<file path="src/rtl/mc_strobe_delay.sv">
// Multicycle strobe-gated delay line: a DIV-cycle strobe at PHASE shifts LANES x WIDTH
// data plus valid through DEPTH slow stages. Optional stability check: MC_DELAY_HOLD_CHECK_EN.
module mc_strobe_delay #(
    parameter int WIDTH = 32,
    parameter int LANES = 1,
    parameter int DIV   = 2,
    parameter int PHASE = 0,
    parameter int DEPTH = 1
) (
    input  logic                     pll_clock,
    input  logic                     reset_n,
    input  logic                     sync,
    input  logic [WIDTH*LANES-1:0]   data_in,
    input  logic                     valid_in,
    output logic [WIDTH*LANES-1:0]   data_out,
    output logic                     valid_out,
    output logic                     strobe,
    output logic                     hold_err
);
    localparam int W  = WIDTH * LANES;
    localparam int CW = (DIV < 2) ? 1 : $clog2(DIV);

    if (DIV < 2) begin : g_bad_div
        $error("mc_strobe_delay: DIV must be >= 2");
    end
    if (PHASE < 0 || PHASE >= DIV) begin : g_bad_phase
        $error("mc_strobe_delay: PHASE must be in 0..DIV-1");
    end
    if (DEPTH < 1) begin : g_bad_depth
        $error("mc_strobe_delay: DEPTH must be >= 1");
    end

    logic [CW-1:0] cnt;
    logic [W-1:0]  data_fast;
    logic          valid_fast;
    logic [W:0]    slow [DEPTH];

    always_ff @(posedge pll_clock or negedge reset_n) begin
        if (!reset_n) begin
            cnt <= '0;
        end else if (sync) begin
            cnt <= '0;
        end else if (cnt == CW'(DIV - 1)) begin
            cnt <= '0;
        end else begin
            cnt <= cnt + CW'(1);
        end
    end

    // Decoded from the counter register only, so strobe never depends on an input.
    assign strobe = (cnt == CW'(PHASE));

    // valid_in qualifies data_in in the same cycle; there is no backpressure, the
    // source must hold both for the cycle before a strobe and the strobe cycle.
    always_ff @(posedge pll_clock or negedge reset_n) begin
        if (!reset_n) begin
            data_fast  <= '0;
            valid_fast <= 1'b0;
        end else begin
            data_fast  <= data_in;
            valid_fast <= valid_in;
        end
    end

    always_ff @(posedge pll_clock or negedge reset_n) begin
        if (!reset_n) begin
            for (int k = 0; k < DEPTH; k++) begin
                slow[k] <= '0;
            end
        end else if (strobe) begin
            slow[0] <= {valid_fast, data_fast};
            for (int k = 1; k < DEPTH; k++) begin
                slow[k] <= slow[k-1];
            end
        end
    end

    assign valid_out = slow[DEPTH-1][W];
    assign data_out  = slow[DEPTH-1][W-1:0];

`ifdef MC_DELAY_HOLD_CHECK_EN
    // Flags a source that moved data_in inside the capture window of a valid word.
    always_ff @(posedge pll_clock or negedge reset_n) begin
        if (!reset_n) begin
            hold_err <= 1'b0;
        end else if (strobe && valid_fast && (data_in != data_fast)) begin
            hold_err <= 1'b1;
        end
    end
`else
    assign hold_err = 1'b0;
`endif

endmodule
</file>
<file path="config.mk">
export PLATFORM = sky130hd
export DESIGN_NAME = mc_strobe_delay
export DESIGN_NICKNAME = d
export VERILOG_FILES = /design/src/rtl/mc_strobe_delay.sv
export SDC_FILE = /design/constraint.sdc
export NUM_CORES = 1
export LEC_CHECK = 0
export ABC_AREA = 1
export ABC_CLOCK_PERIOD_IN_PS = 1600
export BUFFER_PORTS_ARGS = -buffer_cell sky130_fd_sc_hd__clkbuf_2
export CORE_MARGIN = 5
export CORE_UTILIZATION = 40
export CTS_CLUSTER_SIZE = 8
export DETAILED_ROUTE_END_ITERATION = 10
export PLACE_DENSITY = 0.67
export SLEW_MARGIN = 20
export SYNTH_ARGS = -nofsm -noshare
export SYNTH_HDL_FRONTEND = slang
export SYNTH_SLANG_ARGS = --single-unit
</file>
<file path="constraint.sdc">
create_clock -name pll_clock -period 1.6 [get_ports pll_clock]
set_clock_uncertainty 0.1 [all_clocks]
set_input_delay 0.24 -clock pll_clock [delete_from_list [all_inputs] [get_ports pll_clock]]
set_output_delay 0.24 -clock pll_clock [all_outputs]
set_load 0.03 [all_outputs]
</file>
# Yosys cells after proc, flatten, opt, wreduce, memory -nomap -nowiden

Cells that the tools add are included.

Register bits after elaboration: 67
Input port bits: 36
Output and inout bits: 35
Logic and storage cells: 8

$add $sub $neg: 1
Multiplexer cells: 2
Bitwise logic cells: 1

Operators by type and width:

| operator                            | count |
|---|---|
| two-way mux 1 bit                   | 2 |
| adder 1 bit (second input constant) | 1 |
| inverter 1 bit                      | 1 |

# Longest topological paths before layout

Depth in word-level cells: 3
Mapped depth: 5
Gate-level depth less buffers: 3

# Worst setup path after synthesis

Ideal clock, no wire load.

Path type: register to output
Start: register cnt
End: output port strobe
Arrival time: 698 ps
Data required time: 1260 ps
Slack: 562 ps
Cell stages (with the launch flop): 4
Path buffers: 2
Cell sequence: dfrtp_1 > buf_6 > inv_8 > buf_12

Word-level cells in the longest chain between the ends: 1

RTL lines:

| what                   | RTL line | source |
|---|---|---|
| from (decl)            | 33       | `logic [CW-1:0] cnt;` |
| from (signal assigned) | 46       | `cnt <= cnt + CW'(1);` |
| inverter 1 bit         | 51       | `assign strobe = (cnt == CW'(PHASE));` |
| to (decl)              | 17       | `output logic strobe,` |

No other way between the ends.

# Worst setup path after layout

Ends and elaborated chain as after synthesis.

==> impl_results.md <==
- Outcome: complete, no violations
- Starting Density: 40.58%
- CORE AREA: 0.005439 mm²
- CP max FO: 22
- Setup CP Type: register to output pin
- CP Launch Type: register
- Clk root buf: clkbuf_8
- Row Count: 27
- Wirelength per Cell: 11.97 µm
- Arrival time worst endpoint: 1160 ps
- # diodes: 0
- Final Wtd Congestion: 0.6753
- Remaining DRCs: 0
- Synth cell types: 9
- H-tree Lvls: 3
- Clock Sink Count: 67
- Cell Area, Synth: 0.002207 mm²
- Setup_tns: 0 ps
- Largest net degree at the start of global routing: 68
- # nets final: 323
- Placed insts: 313
- P_leak: 1.642 nW
- Hold Crit Class: input pin to async pin
- Skew-Pair Late Insertion Delay: 330 ps
- Vias in the first global route: 1626
- CTS tree: done
- GRT Total Usage: 13.68%
- Seq/Total Area, Yosys: 75.96%
- Period utilization: 93.53%
- Mapped Nets: 213
- Power density over cell area: 1177 mW/mm²
- Max Clk Rate: 668.2 MHz
- Post-Layout Cell Count: 363
- Port-buffer cells: 69
- Final Max Slew Viols: 0
- IO Count: 71
- Worst EP required: 1260 ps
- P&R area growth vs syn: 41.10%
- Clock Pin Slew Worst Setup and Hold Paths: 60 ps
- CTS buffer count: 9
- Post-CTS setup buffer count: 0
- Synth Warn #: 0
- Hpwl dp: 2.651 mm
- First-pass GRT wire length: 7.617 mm
- Peak VDD IR: 651.7 µV
- Die ar.: 0.007103 mm²
- Die W: 84.28 µm
- Max Cap Viol: 0
- Share of layout cells above drive strength 1: 36.43%
- Drt pass-1 iters: 4
- Initial antenna violation count: 0
- Die H: 84.28 µm
- Crit. End Element: output pin
- WL final: 4.344 mm
- Final Setup Violations: 0
- Mapped Avg Cell Area: 12.47 µm²
- Final ANT Viol Nets: 0
- Number of buffers on the longest clock path: 2
- Vias: 1479
- Remaining Overflow, GRT: 0
- Synth Register Bits: 67
- Min Tclk post-route: 1497 ps
- Drt via density: 4.074
- RSZ-0062 raised after global routing: no
- CTS Hold Buffers Added: 35
- Post_cts resized: 0
- DRT iter0 DRCs: 44
- Final hold vios: 0
- Synthesized instance count: 177
synth_stat cells:
library cell | n | area [µm²]
nand2_1 | 80 | 300.3
inv_8 | 1 | 11.26
buf_4 | 4 | 30.03
buf_12 | 2 | 40.04
conb_1 | 1 | 3.750
buf_6 | 2 | 22.52
dfrtp_1 | 67 | 1677
nand2_2 | 19 | 118.9
nor2_1 | 1 | 3.750
path summary, 6_finish.rpt:
kind,start,to,slack [ps],depth (start not counted)
setup / recovery,cnt,strobe,100,2
hold / removal,reset_n,slow[17],340,3
setup reg to reg,cnt,slow[1],420,4
hold reg to reg,data_fast[22],slow[22],340,2
max in group asynchronous,reset_n,data_fast[4],750,3
min in group pll_clock,data_fast[22],slow[22],340,2
final cells by class:
class	count	area, µm²
sequential	67	1677
multi-input combinational	101	426.7
inverter	1	11.26
clock buffer	13	168.9
fill	475	2325
clock inverter	2	10.01
timing repair buffer	107	730.7
tap	72	90.09
cell families after synthesis:
logic type / share of synthesized area (%)
AND/OR/NAND/NOR: 19.16
other: 0.1699
buffers and inverters: 4.705
flip-flops: 75.96
critical path: stages, from the launching register on:
cell	delay (ps)
dfrtp_1	440
inv_8	160
clkbuf_2	230
per-layer routing:
| layer | routed length, µm | share of wire (%) | track usage, % | vias to the layer above |
|---|---|---|---|---|
| met1 | 1839 | 42 | 17.17 | 687 |
| li1 | - | - | - | 744 |
| met2 | 2182 | 50 | 21.88 | 40 |
| met4 | 81 | 1.9 | 7.895 | 0 |
| met5 | 0 | 0 | 0 | - |
| met3 | 240 | 5.5 | 2.944 | 8 |
sequential cells by signal, indices dropped and copies added (netlist names):
name / cells
slow: 33
data_fast: 32
cnt: 1
valid_fast: 1
stage by stage:
step	total power, W	hold WS, ps	util [%]	worst slack, ps	area (µm²)
4_1_cts	0.003713	340.8	57.26	77.92	3114
3_5_place_dp	0.002403	183.7	47.53	430.6	2585
5_1_grt	0.003851	359.7	57.26	48.17	3114
6_report	0.003667	337.0	57.26	103.5	3114
2_1_floorplan	0.002220	-155.6	-	561.6	2207
3_3_place_gp	0.002390	181.4	47.53	444.8	2585
layout by cell type, fill, tap and decap left out:
cell type      count
inv_8              1
nor2_1             1
dlygate4sd3_1     35
buf_2              1
clkbuf_2          68
clkbuf_1           1
clkbuf_8          12
nand2_2           19
conb_1             1
dfrtp_1           67
nand2_1           80
buf_4              2
buf_12             1
clkinv_2           2
power breakdown:
group,switching [W],internal [W],leakage [nW]
registers,0.0000645,0.00182,0.793
clock network,0.000561,0.000676,0.0953
logic,0.000352,0.000193,0.753
total,0.000977,0.00269,1.64
(Power assumes the default switching activity.)
